--- config.mk ---
export PLATFORM = sky130hd
export DESIGN_NAME = program_loader
export DESIGN_NICKNAME = d
export VERILOG_FILES = /design/src/rtl/program_loader.sv
export SDC_FILE = /design/constraint.sdc
export NUM_CORES = 1
export LEC_CHECK = 0
export BUFFER_PORTS_ARGS = -buffer_cell sky130_fd_sc_hd__buf_2
export CAP_MARGIN = 20
export CORE_ASPECT_RATIO = 1.25
export CORE_MARGIN = 5
export CORE_UTILIZATION = 49
export CTS_BUF_LIST = sky130_fd_sc_hd__clkbuf_16
export DETAILED_ROUTE_END_ITERATION = 6
export GPL_TIMING_DRIVEN = 1
export PLACE_DENSITY = 0.8
export SYNTH_ARGS = -nofsm -noshare
export SYNTH_HDL_FRONTEND = slang
export SYNTH_SLANG_ARGS = --single-unit
--- constraint.sdc ---
create_clock -name clk -period 2.1 [get_ports clk]
set_input_delay 0.42 -clock clk [delete_from_list [all_inputs] [get_ports clk]]
set_output_delay 0.42 -clock clk [all_outputs]
set_load 0.02 [all_outputs]
--- src/rtl/program_loader.sv ---
// Byte-stream program loader: writes bytes into CPU RAM from address 0, logs
// big-endian 32-bit words, pads the final word with zeros, and gates CPU reset.
module program_loader #(
   parameter int unsigned ADDR_W = 8,
   parameter int unsigned DEPTH  = 256
) (
   input  logic              clk,
   input  logic              clr,
   input  logic              start,
   input  logic [7:0]        byte_in,
   input  logic              byte_valid,
   input  logic              byte_last,
   output logic              byte_ready,
   output logic              mem_we,
   output logic [ADDR_W-1:0] mem_addr,
   output logic [7:0]        mem_data,
   output logic [31:0]       word_out,
   output logic              word_valid,
   output logic [ADDR_W:0]   byte_count,
   output logic              cpu_hold,
   output logic              done,
   output logic              overflow
);

   localparam int unsigned CW = ADDR_W + 1;
   localparam logic [ADDR_W-1:0] LAST_ADDR = ADDR_W'(DEPTH - 1);

   typedef enum logic [1:0] {IDLE, LOAD, PAD, DONE} state_t;

   state_t            state, state_nx;
   logic [ADDR_W-1:0] addr, addr_nx, addr_inc;
   logic [23:0]       shift, shift_nx;
   logic              accept;
   logic              ready_nx, we_nx, wv_nx, hold_nx, done_nx, ovf_nx;
   logic [ADDR_W-1:0] maddr_nx;
   logic [7:0]        mdata_nx;
   logic [31:0]       word_nx;
   logic [CW-1:0]     cnt_nx;

   assign accept = byte_valid & byte_ready;
   // The address saturates at the last RAM byte so it can never wrap to 0.
   assign addr_inc = (addr == LAST_ADDR) ? addr : addr + ADDR_W'(1);

   always_ff @(posedge clk or negedge clr) begin
      if (!clr) begin
         state      <= IDLE;
         addr       <= '0;
         shift      <= '0;
         byte_ready <= 1'b0;
         mem_we     <= 1'b0;
         mem_addr   <= '0;
         mem_data   <= '0;
         word_out   <= '0;
         word_valid <= 1'b0;
         byte_count <= '0;
         cpu_hold   <= 1'b1;
         done       <= 1'b0;
         overflow   <= 1'b0;
      end else begin
         state      <= state_nx;
         addr       <= addr_nx;
         shift      <= shift_nx;
         byte_ready <= ready_nx;
         mem_we     <= we_nx;
         mem_addr   <= maddr_nx;
         mem_data   <= mdata_nx;
         word_out   <= word_nx;
         word_valid <= wv_nx;
         byte_count <= cnt_nx;
         cpu_hold   <= hold_nx;
         done       <= done_nx;
         overflow   <= ovf_nx;
      end
   end

   always_comb begin
      state_nx = state;
      addr_nx  = addr;
      shift_nx = shift;
      we_nx    = 1'b0;
      maddr_nx = mem_addr;
      mdata_nx = mem_data;
      word_nx  = word_out;
      wv_nx    = 1'b0;
      cnt_nx   = byte_count;
      ovf_nx   = overflow;

      case (state)
         IDLE, DONE: begin
            if (start) begin
               state_nx = LOAD;
               addr_nx  = '0;
               cnt_nx   = '0;
               ovf_nx   = 1'b0;
            end
         end
         LOAD: begin
            if (accept) begin
               we_nx    = 1'b1;
               maddr_nx = addr;
               mdata_nx = byte_in;
               cnt_nx   = byte_count + CW'(1);
               shift_nx = {shift[15:0], byte_in};
               addr_nx  = addr_inc;
               if (addr[1:0] == 2'd3) begin
                  wv_nx   = 1'b1;
                  word_nx = {shift, byte_in};
               end
               if (byte_last) begin
                  state_nx = (addr[1:0] == 2'd3) ? DONE : PAD;
               end else if (addr == LAST_ADDR) begin
                  ovf_nx   = 1'b1;
                  state_nx = DONE;
               end
            end
         end
         PAD: begin
            // Zero-fill the tail of the last word, one byte per cycle.
            we_nx    = 1'b1;
            maddr_nx = addr;
            mdata_nx = 8'h00;
            cnt_nx   = byte_count + CW'(1);
            shift_nx = {shift[15:0], 8'h00};
            addr_nx  = addr_inc;
            if (addr[1:0] == 2'd3) begin
               wv_nx    = 1'b1;
               word_nx  = {shift, 8'h00};
               state_nx = DONE;
            end
         end
         default: state_nx = IDLE;
      endcase

      ready_nx = (state_nx == LOAD);
      done_nx  = (state_nx == DONE);
      hold_nx  = (state_nx != DONE);
   end

endmodule
==> impl_metrics.toml <==
[routing]
wl_met3_um = 342
drt_drc_violations_left = 0
drt-wirelength-per-cell_um = 15.02
drt_first_iter_violations = 132
detailedRoute.firstPassIterationCount = 4
length_of_routed_wiring_on_met1_um = 3362
antenna_violating_nets_post_route = 0
vias_per_cell = 5.288
topRoutingLayerUsed = "met4"
met2WireLength_um = 3861
totalWireLength_um = 7720
vias = 2718

[layout]
finish.utilization_pct = 60.26
finish.net_count = 431
final.fill_count = 627
drive_above_1_share_pct = 29.12
multi_input_comb_area_um2 = 1463
num_antenna_cells = 0
seqCellArea_um2 = 2228
area_growth_pct = 21.29

[yosys]
synthTopCellsByCount = "sky130_fd_sc_hd__dfrtp_1, sky130_fd_sc_hd__nand2_1, sky130_fd_sc_hd__mux2_1, sky130_fd_sc_hd__a21oi_1, sky130_fd_sc_hd__mux2_2"
synth_fa_ha_area_share_pct = 1.300
synth.most_common_cell = "sky130_fd_sc_hd__dfrtp_1"
synth_compound_area_share_pct = 8.615
synth.distinct_cells = 51
post_synthesis_simple_gate_area_fraction_pct = 15.64
register_area_share_after_synthesis_pct = 57.90
syn_avg_cell_area_um2 = 11.42
synth_area_leader_cell = "sky130_fd_sc_hd__dfrtp_1"
synth_ff_type = "sky130_fd_sc_hd__dfrtp_1"
synth_warn = 0
mappedNetlistArea_um2 = 3849
netlist_instances = 337
mappedNetlistNets = 354
synth.mux.area_fraction_pct = 11.96
synth_top_family_by_area = "simple AND/OR/NAND/NOR gates"
synth_top_area_share_pct = 57.22
post_synth_xor_area_fraction_pct = 0
ys_top_cells_by_area = "sky130_fd_sc_hd__dfrtp_1, sky130_fd_sc_hd__mux2_1, sky130_fd_sc_hd__nand2_1"
ys_async_sr_fraction_pct = 100.0
ffs_latches_synth = 89
synth-edff-count = 0

[power_and_ir_drop]
switching_share_pct = 40.53
power_density_nw_per_um2 = 1818
finalPower_mw = 8.486
internal_power_mw = 5.046
leakage_nw = 2.349
total_switching_power_mw = 3.439
power.share.sequential_pct = 34.1
pwr-share-clk_pct = 18.4
max-vdd-ir-drop_uv = 906.6
relative_contribution_of_combinational_cells_to_total_power_pct = 47.5

[placement]
hpwlAfterDp_um = 5281
io_buffers = 75
place_congestion = 0.7416
setup_slack_after_placement_ns = 0.09381

[critical_path]
timing.critical_path.to = "byte_ready"
timing.critical_path.from_type = "register"
worstReg2RegEnd = "byte_ready"
arrival_ns = 2.30
critical_path_end_type = "register"
class_of_the_most_critical_setup_path = "reg2reg"
r2r_setup_slack_ns = 0.07
depth_of_the_worst_register_to_register_path = 6
timing.critical_path.from = "state[0]"
rr_startpoint = "state[0]"
cp.required_ns = 2.36
critPathMaxFanout = 7

[clock_network]
clkLatencyLatePin_ns = 0.33
total_number_of_h_tree_levels = 3
numClockSinks = 89
post-cts-setup-buffers = 0
clock_path_buffers = 2
cts-buffers-inserted = 9
clock_tree_from_tritoncts = "built"
clkTransAtPathRegs_ns = 0.06
root_buffer = "sky130_fd_sc_hd__clkbuf_16"

[global_routing]
grt_remaining_overflow = 0
first_global_vias = 2749
antenna_found_initial = 0
pin_count_of_the_biggest_net_entering_global_routing = 54
groute.usage.overall_pct = 17.12
grt_pass1_wl_um = 12970

[sta]
setup_viol = 0
report.final.hold_viol_count = 0
report.final.slew_viol_count = 0
maxSlewHeadroom_pct = 68.94
post-route-worst-setup-slack_ns = 0.06552
actual_transition_at_the_worst_max_transition_pin_ns = 0.4627
max_freq_mhz = 491.5
finalCritPeriodShare_pct = 96.88
min_clock_period_post_route_ns = 2.034
fin_tns_setup_ns = 0
worst_clock_skew_ns = 0.003358
hold_ws_ns = 0.4423

[floorplanning]
die_w_um = 89.27
initial_utilization_pct = 49.68
coreArea_um2 = 7747
design.portCount = 76
floorplan.rows = 36
full_die_area_um2 = 9738
die_y_um = 109.1

[worst_hold_path]
worstHoldPathType = "in2reg"
hold_path_startpoint = "start"

[flow_run]
max_cap_viol = 0

[outcome]
status = "completed"
what timing repair did:
item / in CTS / in global routing
hold endpoints to repair: 18 / 0
hold buffers: 1 / 0
endpoints found under the setup margin: 0 / 1
gates resized for setup: 0 / 1
worst max-delay path: stages (launching register included):
cell and delay, ns:
sky130_fd_sc_hd__dfrtp_1 0.42, sky130_fd_sc_hd__inv_1 0.07, sky130_fd_sc_hd__ha_1 0.37, sky130_fd_sc_hd__nor3b_1 0.21
sky130_fd_sc_hd__or3b_1 0.43, sky130_fd_sc_hd__o32ai_4 0.27, sky130_fd_sc_hd__a21boi_1 0.19
logic make-up (layout without fill, tap and decap cells):
| group | Yosys count | in the layout |
|---|---|---|
| buf+inv | 29 | 111 |
| mux | 41 | 41 |
| fa+ha+maj | 4 | 4 |
| simple gates | 127 | 127 |
| flops | 89 | 89 |
| compound gates | 47 | 47 |
area by class of cell:
type / instances / share of cell area [%]
Clock buffer: 9 / 4.824
Clock inverter: 7 / 1.528
Inverter: 5 / 0.4020
Multi-Input combinational cell: 219 / 31.33
Sequential cell: 89 / 47.74
Tap cell: 95 / 2.546
Timing Repair Buffer: 90 / 11.63
sequential cells by signal, summed over array words and instances, names as in the netlist:
name and count:
addr 8, cpu_hold 1, mem_data 7, done 1, word_out 32, byte_count 9, word_valid 1, byte_ready 1
state 2, mem_we 1, overflow 1, mem_addr 8, shift 17
per-layer routing:
metal  up-vias  global-route usage [%]
met2        59                   28.50
met1      1328                   21.40
met3        13                   3.401
met5         -                       0
met4         0                   7.447
li1       1318                       -
power groups by stage:
| stage | Clock [mW] | Sequential [mW] | Combinational, mW |
|---|---|---|---|
| CTS | 1.61 | 2.89 | 4.07 |
| finish | 1.57 | 2.89 | 4.03 |
| detailed placement | 0 | 2.92 | 4.04 |
| global placement | 0 | 2.89 | 3.93 |
| floorplan | 0 | 3.31 | 2.41 |
| global route | 1.69 | 3.00 | 4.43 |
how the worst min path moves through the flow:
stage | endpoint | slack (ns) | cells after the start
after global routing | cpu_hold | 0.47 | 3
after global placement | word_out[26] | 0.31 | 1
final | cpu_hold | 0.44 | 3
after detailed placement | word_out[22] | 0.32 | 1
after CTS | cpu_hold | 0.44 | 3
after floorplan | addr[0] | 0.12 | 0
cells in the final DEF, fill, tap and decap left out, types with 3 or more instances in the layout:
master,count
sky130_fd_sc_hd__nor2b_1,9
sky130_fd_sc_hd__inv_1,5
sky130_fd_sc_hd__nor3b_1,3
sky130_fd_sc_hd__buf_12,4
sky130_fd_sc_hd__mux2_2,10
sky130_fd_sc_hd__a31oi_1,4
sky130_fd_sc_hd__a21oi_1,13
sky130_fd_sc_hd__o21ai_0,9
sky130_fd_sc_hd__and3_1,3
sky130_fd_sc_hd__nand2_1,76
sky130_fd_sc_hd__buf_4,11
sky130_fd_sc_hd__mux2_1,30
sky130_fd_sc_hd__clkbuf_16,9
sky130_fd_sc_hd__nor2_1,8
sky130_fd_sc_hd__buf_2,74
sky130_fd_sc_hd__ha_1,4
sky130_fd_sc_hd__nand3_1,7
sky130_fd_sc_hd__dfrtp_1,88
metrics by stage:
step | instances | cell area (µm²)
floorplan | 337 | 3849
global placement | 497 | 4350
detailed placement | 497 | 4350
CTS | 514 | 4657
global route | 514 | 4668
finish | 514 | 4668
No activity file was read; power rests on OpenSTA's default activity.
